<file path="src/rtl/cpu_controller.sv">
// Eight-phase fetch/execute sequencer for the 8-bit RISC CPU; decodes the IR opcode into datapath strobes.
// Optional feature macro: CTRL_RESUME_EN adds a `resume` input that releases the HALTED state.
module cpu_controller (
  input  logic        clk,
  input  logic        rst,
  input  logic [2:0]  opcode,
  input  logic        zero,
`ifdef CTRL_RESUME_EN
  input  logic        resume,
`endif
  output logic        sel,
  output logic        rd,
  output logic        ld_ir,
  output logic        inc_pc,
  output logic        ld_pc,
  output logic        halt,
  output logic        data_e,
  output logic        ld_ac,
  output logic        wr,
  output logic [2:0]  phase,
  output logic [15:0] instr_count
);

  localparam int unsigned CNT_W   = 16;
  localparam int unsigned PHASE_W = 3;

  localparam logic [2:0] OP_HLT = 3'd0;
  localparam logic [2:0] OP_SKZ = 3'd1;
  localparam logic [2:0] OP_ADD = 3'd2;
  localparam logic [2:0] OP_AND = 3'd3;
  localparam logic [2:0] OP_XOR = 3'd4;
  localparam logic [2:0] OP_LDA = 3'd5;
  localparam logic [2:0] OP_STO = 3'd6;
  localparam logic [2:0] OP_JMP = 3'd7;

  // HALTED sits outside the 3-bit phase space so it cannot alias OP_ADDR internally.
  typedef enum logic [3:0] {
    S_INST_ADDR  = 4'd0,
    S_INST_FETCH = 4'd1,
    S_INST_LOAD  = 4'd2,
    S_IDLE       = 4'd3,
    S_OP_ADDR    = 4'd4,
    S_OP_FETCH   = 4'd5,
    S_ALU_OP     = 4'd6,
    S_STORE      = 4'd7,
    S_HALTED     = 4'd8
  } state_e;

  state_e           state_q, state_d;
  logic [CNT_W-1:0] instr_count_q, instr_count_d;

  logic is_aluop;
  logic is_hlt;
  logic is_skz;
  logic is_sto;
  logic is_jmp;

  always_comb begin
    is_aluop = (opcode == OP_ADD) || (opcode == OP_AND) ||
               (opcode == OP_XOR) || (opcode == OP_LDA);
    is_hlt   = (opcode == OP_HLT);
    is_skz   = (opcode == OP_SKZ);
    is_sto   = (opcode == OP_STO);
    is_jmp   = (opcode == OP_JMP);
  end

  always_ff @(posedge clk or posedge rst) begin
    if (rst) begin
      state_q       <= S_INST_ADDR;
      instr_count_q <= '0;
    end else begin
      state_q       <= state_d;
      instr_count_q <= instr_count_d;
    end
  end

  // Next state: linear walk through the eight phases, HLT diverts to HALTED.
  always_comb begin
    state_d = state_q;
    unique case (state_q)
      S_INST_ADDR:  state_d = S_INST_FETCH;
      S_INST_FETCH: state_d = S_INST_LOAD;
      S_INST_LOAD:  state_d = S_IDLE;
      S_IDLE:       state_d = S_OP_ADDR;
      S_OP_ADDR:    state_d = is_hlt ? S_HALTED : S_OP_FETCH;
      S_OP_FETCH:   state_d = S_ALU_OP;
      S_ALU_OP:     state_d = S_STORE;
      S_STORE:      state_d = S_INST_ADDR;
      S_HALTED: begin
`ifdef CTRL_RESUME_EN
        if (resume) state_d = S_INST_ADDR;
`endif
      end
      default:      state_d = S_INST_ADDR;
    endcase
  end

  // Retirement counter ticks on the edge that leaves STORE; wraps naturally.
  always_comb begin
    instr_count_d = instr_count_q;
    if (state_q == S_STORE) instr_count_d = instr_count_q + CNT_W'(1);
  end

  // Strobe decode: Moore on state, qualified by opcode and zero.
  always_comb begin
    sel    = 1'b0;
    rd     = 1'b0;
    ld_ir  = 1'b0;
    inc_pc = 1'b0;
    ld_pc  = 1'b0;
    halt   = 1'b0;
    data_e = 1'b0;
    ld_ac  = 1'b0;
    wr     = 1'b0;
    unique case (state_q)
      S_INST_ADDR: begin
        sel = 1'b1;
      end
      S_INST_FETCH: begin
        sel = 1'b1;
        rd  = 1'b1;
      end
      S_INST_LOAD, S_IDLE: begin
        sel   = 1'b1;
        rd    = 1'b1;
        ld_ir = 1'b1;
      end
      S_OP_ADDR: begin
        inc_pc = 1'b1;
        halt   = is_hlt;
      end
      S_OP_FETCH: begin
        rd = is_aluop;
      end
      S_ALU_OP: begin
        rd     = is_aluop;
        inc_pc = is_skz && zero;
        ld_pc  = is_jmp;
        data_e = is_sto;
      end
      S_STORE: begin
        rd     = is_aluop;
        inc_pc = is_jmp;
        ld_pc  = is_jmp;
        ld_ac  = is_aluop;
        wr     = is_sto;
        data_e = is_sto;
      end
      S_HALTED: begin
        halt = 1'b1;
      end
      default: begin
        sel = 1'b1;
      end
    endcase
  end

  always_comb begin
    phase = (state_q == S_HALTED) ? 3'b100 : PHASE_W'(state_q);
  end

  assign instr_count = instr_count_q;

endmodule

</file>
<file path="config.mk">
export PLATFORM = sky130hd
export DESIGN_NAME = cpu_controller
export DESIGN_NICKNAME = d
export VERILOG_FILES = /design/src/rtl/cpu_controller.sv
export SDC_FILE = /design/constraint.sdc
export NUM_CORES = 1
export LEC_CHECK = 0
export CORE_AREA = 2 2 52 54
export CTS_BUF_LIST = sky130_fd_sc_hd__clkbuf_4 sky130_fd_sc_hd__clkbuf_8 sky130_fd_sc_hd__clkbuf_16
export DETAILED_ROUTE_END_ITERATION = 16
export DIE_AREA = 0 0 54 56
export PLACE_DENSITY = 0.75
export RECOVER_POWER = 50
export SETUP_SLACK_MARGIN = 0.5
export SYNTH_ARGS = -nofsm -noshare
export SYNTH_HDL_FRONTEND = slang
export SYNTH_SLANG_ARGS = --single-unit
</file>
<file path="constraint.sdc">
create_clock -name clk -period 1.85 [get_ports clk]
set_input_delay 0.2775 -clock clk [delete_from_list [all_inputs] [get_ports clk]]
set_output_delay 0.2775 -clock clk [all_outputs]
set_load 0.05 [all_outputs]
</file>
==> reports/metrics.csv, run 1 <==
metric,value,unit
minimum clock period,1.76,ns
fmax,569,MHz
Hold Crit Class,flop to flop,
area delta synth->final,78.5,%
Die Footprint,0.00302,sq mm
final core utilization,76.1,%
worst-path maximum fanout,5,
syn_nets,106,
Post-Route WL,2.80,mm
routed len/inst,15.0,um
Post-DP HPWL,1.69,mm
first-pass GRT wire length,4.43,mm
pin count of the biggest net entering global routing,21,
CTS tree,yes,
H-tree Lvls,1,
number of port buffers,33,
reg2reg start,state_q[1],
# Max-Cap Violations,0,
syn avg cell area,10.5,sq um
nets@finish,165,
# placed instances,163,
number of diodes,0,
Pins Over Slew Limit,0,
internal power,1.55,mW
CP endpoint kind,output port,
initial antenna violation count,0,
IO Pins,34,
Synth area leaders,"dfrtp_1 (48%), xnor2_1 (9.3%), xor2_1 (5.9%)",
clock skew,0.0184,ns
Critical Path RT,1.57,ns
1st-iter DRT viols,7,
final setup TNS,0,ns
CP Class,flop to output port,
synthesized cell area,0.00104,sq mm
Max-Slew Margin vs Limit,27.3,%
Clock Power Share,12.9,%
DRC,0,
final hold vios,0,
Sw Share,44.3,%
worst reg2reg path depth,7,
sequential share of power,23.5,%
routed via count,923,
"Reg clk slew, reported paths",0.13,ns
Die Ht,56,um
Net Switching,1.23,mW
Cell variety after synth,31,
Yosys reg bits,20,
Yosys top cell area share,48.3,%
Least-Margin Pin Slew,1.09,ns
Num CTS Buffers,3,
Clock Sinks,20,
Tcrit/Tclk final,95.0,%
clock buffer depth,2,
final estimated routing congestion in global placement,0.704,
vias per inst,4.94,
Worst setup SP type,flop,
final setup vio count,0,
Cells after Synth,99,
share of cells above drive strength 1,58.0,%
critical path arrival,1.48,ns
status,"complete, no violations",
RR Endpoint,instr_count[15],
P_leak,0.875,nW
core region area,0.00243,sq mm
cell type with the highest aggregate area in the netlist,dfrtp_1,
All-Layer GR Usage,19.7,%
global route overflow,0,
vias in the first global route,933,
latest clock arrival within the worst-skew pair,0.31,ns
flop2flop setup slack,0.18,ns
RSZ-0062 raised after global routing,true,
WHS Endpoint,instr_count[15],
Min-Delay Path Depth,1,
hold path startpoint,instr_count[15],
Cell Pwr Density,1500,mW/mm^2
Final ANT Viol Nets,0,
sequential share of the synthesized area,48.3,%
IR Drop Worst-Case VDD,1.78,mV
drt first pass iters,4,
Post-CTS Hold Buffers,0,
CTS Root Cell,clkbuf_4,
Initial Util,42.6,%
# rows,18,
Yosys warnings,0,
combinational share of power,63.7,%
Die Wd,54,um
Post-Layout Cell Count,187,
what timing repair did:
item | CTS | global route
pin swaps | 7 | 7
buffers inserted | 13 | 7
resized for setup | 71 | 6
endpoints found under the setup margin | 35 | 30
per-stage QoR:
stage / instance area (sq um) / setup WS, ns / hold slack [ns] / power (mW)
6_report: 1850 / 0.0924 / 0.486 / 2.78
5_1_grt: 1850 / 0.0171 / 0.500 / 2.90
3_5_place_dp: 1630 / 0.0103 / 0.466 / 2.09
3_3_place_gp: 1630 / 0.0499 / 0.461 / 2.07
2_1_floorplan: 1160 / 0.159 / 0.241 / 1.58
4_1_cts: 1790 / 0.0661 / 0.288 / 2.69
flip-flops by register name, summed over array words and instances, names as in the netlist:
| signal | cells |
|---|---|
| state_q | 4 |
| instr_count | 16 |
Yosys cell counts:
master	count
a211oi_1	2
a21o_1	1
a21oi_1	2
a22oi_1	1
a31oi_1	1
and2_1	2
and2b_1	1
and3_1	5
and4_1	2
buf_4	2
buf_6	1
clkbuf_1	3
dfrtp_1	20
ha_1	1
inv_1	4
mux2_2	1
nand2_1	5
nand3_1	6
nand4_1	1
nand4b_4	1
nor2_1	11
nor2b_1	1
nor3_1	1
nor3_2	1
nor3b_1	1
nor4_1	1
nor4_4	1
o21ai_0	1
or2_1	1
xnor2_1	11
xor2_1	7
routing by layer:
| metal | up-vias | track usage (%) | share of wire (%) |
|---|---|---|---|
| met5 | - | 0 | 0 |
| met2 | 23 | 29.8 | 52 |
| li1 | 450 | - | - |
| met4 | 0 | 5.00 | 1.3 |
| met3 | 4 | 4.84 | 4.0 |
| met1 | 446 | 27.9 | 43 |
critical path, cell delays in order, from the launching register on:
cell and delay [ns]:
dfrtp_2 0.45, and2b_2 0.28, nand2_2 0.08, nor2_4 0.08, and2_4 0.15, buf_12 0.13
kinds of logic after synthesis:
kind of cell	share of synthesized area [%]
AO/OA/AOI/OAI	4.95
XOR/XNOR	15.2
adder cells (fa/ha/maj)	1.21
buffers and inverters	5.07
flip-flops	48.3
multiplexers	1.09
AND/OR/NAND/NOR	24.2
worst max-delay path by stage:
stage,startpoint,endpoint,slack [ns],cells past startpoint
global route,state_q[3],wr,0.02,5
floorplan,state_q[3],wr,0.16,5
global placement,opcode[1],halt,0.05,5
CTS,state_q[3],wr,0.07,5
finish,state_q[3],wr,0.09,5
detailed placement,opcode[1],halt,0.01,5
power groups by stage:
| stage | logic [mW] | registers [mW] | clock network (mW) |
|---|---|---|---|
| global placement | 1.37 | 0.697 | 0 |
| floorplan | 0.827 | 0.755 | 0 |
| global route | 1.85 | 0.664 | 0.390 |
| CTS | 1.66 | 0.662 | 0.368 |
| finish | 1.77 | 0.652 | 0.358 |
| detailed placement | 1.38 | 0.701 | 0 |
layout by cell type (no fill, tap or decap), drive strengths merged, types with 2 or more instances in the layout:
cell type / netlist / routed
buf: 3 / 48
dfrtp: 20 / 20
xnor2: 11 / 11
nor2: 11 / 11
clkbuf: 3 / 10
xor2: 7 / 7
nand3: 6 / 6
nand2: 5 / 5
and3: 5 / 5
inv: 4 / 4
dlygate4sd2: 0 / 3
nor4: 2 / 2
nor3: 2 / 2
and4: 2 / 2
a211oi: 2 / 2
and2: 2 / 2
a21oi: 2 / 2
layout make-up:
| type | instances | area, sq um |
|---|---|---|
| inverters | 4 | 15.0 |
| clock buffers | 3 | 22.5 |
| clock inverters | 1 | 30.0 |
| fillers | 166 | 581 |
| repair buffers | 60 | 583 |
| multi-input cells | 69 | 653 |
| well taps | 30 | 37.5 |
| flip-flops and latches | 20 | 510 |
No activity file was read; power rests on OpenSTA's default activity.
==> run 2: changes to the inputs <==
==> constraint.sdc (replaced) <==
create_clock -name clk -period 1.85 [get_ports clk]
set_input_delay 0.185 -clock clk [delete_from_list [all_inputs] [get_ports clk]]
set_output_delay 0.185 -clock clk [all_outputs]
set_load 0.05 [all_outputs]
==> reports/metrics.csv, run 2 (synthesis results as in run 1) <==
metric,value,unit
CTS Root Cell,clkbuf_4,
hold path startpoint,instr_count[10],
Tcrit/Tclk final,92.8,%
All-Layer GR Usage,22.0,%
crit path capture,halt,
Reg area,518,sq um
combinational share of power,61.9,%
worst path buffer plus inverter count,1,
clock buffer depth,2,
Clock Sinks,20,
max FFs per register,16,
nets@finish,160,
Cell Pwr Density,1460,mW/mm^2
worst-path maximum fanout,4,
vias in the first global route,945,
Critical Path Max Stage Delay,0.45,ns
routed len/inst,16.3,um
Sw Share,45.9,%
share of cells above drive strength 1,59.2,%
Hold Crit Class,flop to flop,
Post-Layout Cell Count,182,
area of the multi-input gates,682,sq um
Post-DP HPWL,1.84,mm
"most common cell after layout, fill and taps aside",buf_4,
number of port buffers,33,
Die Wd,54,um
P_leak,0.808,nW
highest-count cells in the layout ignoring fill and taps,"buf_4 (17), dfrtp_2 (14), clkbuf_1 (12), xnor2_1 (10), buf_12 (10)",
# rows,18,
vias per inst,5.06,
worst reg2reg path depth,6,
Critical Path RT,1.66,ns
DRC,0,
Post-CTS Hold Buffers,0,
Worst path top cell family by delay,flip-flops,
routed via count,921,
# Max-Cap Violations,0,
1st-iter DRT viols,8,
Least-Margin Pin Slew,1.11,ns
internal power,1.46,mW
latest clock arrival within the worst-skew pair,0.32,ns
Die Ht,56,um
Clock Power Share,13.8,%
reg2reg start,state_q[3],
worst setup path start,state_q[2],
Max-Slew Margin vs Limit,25.9,%
area delta synth->final,77.9,%
"Reg clk slew, reported paths",0.13,ns
RSZ-0062 raised after global routing,true,
final setup vio count,0,
status,"complete, no violations",
Num CTS Buffers,3,
final setup TNS,0,ns
sequential share of power,24.3,%
Fillers,166,
IR Drop Worst-Case VDD,1.45,mV
global route overflow,0,
"Slowest-stage cell, CP",dfrtp_2,
CP endpoint kind,output port,
Final ANT Viol Nets,0,
RR Endpoint,instr_count[6],
flop2flop setup slack,0.25,ns
crit-path cells,"and2b_2, a22oi_1, nor2_4, buf_12",
IO Pins,34,
first-pass GRT wire length,4.65,mm
critical path arrival,1.53,ns
final estimated routing congestion in global placement,0.717,
CP Class,flop to output port,
Pins Over Slew Limit,0,
core region area,0.00243,sq mm
Worst setup SP type,flop,
H-tree Lvls,1,
initial antenna violation count,0,
clock skew,0.0131,ns
number of diodes,0,
CTS tree,yes,
final hold vios,0,
pin count of the biggest net entering global routing,21,
# placed instances,161,
Die Footprint,0.00302,sq mm
Post-Route WL,2.97,mm
CP Depth,4,
minimum clock period,1.72,ns
drt first pass iters,2,
Initial Util,42.6,%
Net Switching,1.24,mW
fmax,582,MHz
==> run 2: layout make-up <==
class | instances | area share (%)
sequential | 20 | 28.1
tap | 30 | 2.03
clock buffer | 3 | 1.22
multi-input combinational | 69 | 36.9
clock inverter | 1 | 1.63
timing repair buffer | 55 | 29.3
inverter | 4 | 0.814
==> run 2: worst reg2reg max path, delay by kind of cell (launching register included) <==
family | cells | cell delay, ns
buffers and inverters | 2 | 0.33
XOR/XNOR | 1 | 0.14
flip-flops | 1 | 0.45
AND/OR/NAND/NOR | 3 | 0.59
==> run 2: routing by layer <==
metal	global-route usage (%)	part of all wire, %	up-vias
met5	0	0	-
met4	8.93	1.9	0
met3	6.45	3.5	4
met2	34.7	53	18
met1	27.4	42	461
li1	-	-	438
==> run 2: per-stage QoR <==
step | hold slack [ns] | power, mW | setup slack (ns) | instance area [sq um] | util (%)
floorplan | 0.148 | 1.58 | 0.252 | 1160 | -
finish | 0.493 | 2.69 | 0.133 | 1850 | 75.9
global route | 0.508 | 2.81 | 0.0687 | 1850 | 75.9
CTS | 0.242 | 2.68 | 0.200 | 1890 | 77.7
global placement | 0.462 | 2.05 | 0.222 | 1630 | 66.9
detailed placement | 0.476 | 2.08 | 0.191 | 1630 | 66.9
==> run 2: how the worst min path moves through the flow <==
| stage | cells past startpoint | to | slack (ns) |
|---|---|---|---|
| after CTS | 3 | instr_count[11] | 0.24 |
| final | 1 | instr_count[10] | 0.49 |
| after detailed placement | 1 | instr_count[10] | 0.48 |
| after floorplan | 1 | instr_count[11] | 0.15 |
| after global routing | 1 | instr_count[10] | 0.51 |
| after global placement | 1 | instr_count[15] | 0.46 |
==> run 2: power by group through the flow <==
stage | sequential, mW | clock (mW) | combinational [mW]
2_1_floorplan | 0.755 | 0 | 0.827
3_3_place_gp | 0.687 | 0 | 1.37
3_5_place_dp | 0.690 | 0 | 1.39
4_1_cts | 0.644 | 0.377 | 1.66
5_1_grt | 0.668 | 0.400 | 1.74
6_report | 0.654 | 0.372 | 1.67
==> run 2: repair_timing <==
action | in CTS | in global routing
pin swaps | 15 | 3
buffers inserted | 16 | 1
endpoints found under the hold margin | 0 | 0
gates cloned | 0 | 0
gates resized for setup | 70 | 33
setup endpoints to repair | 42 | 41
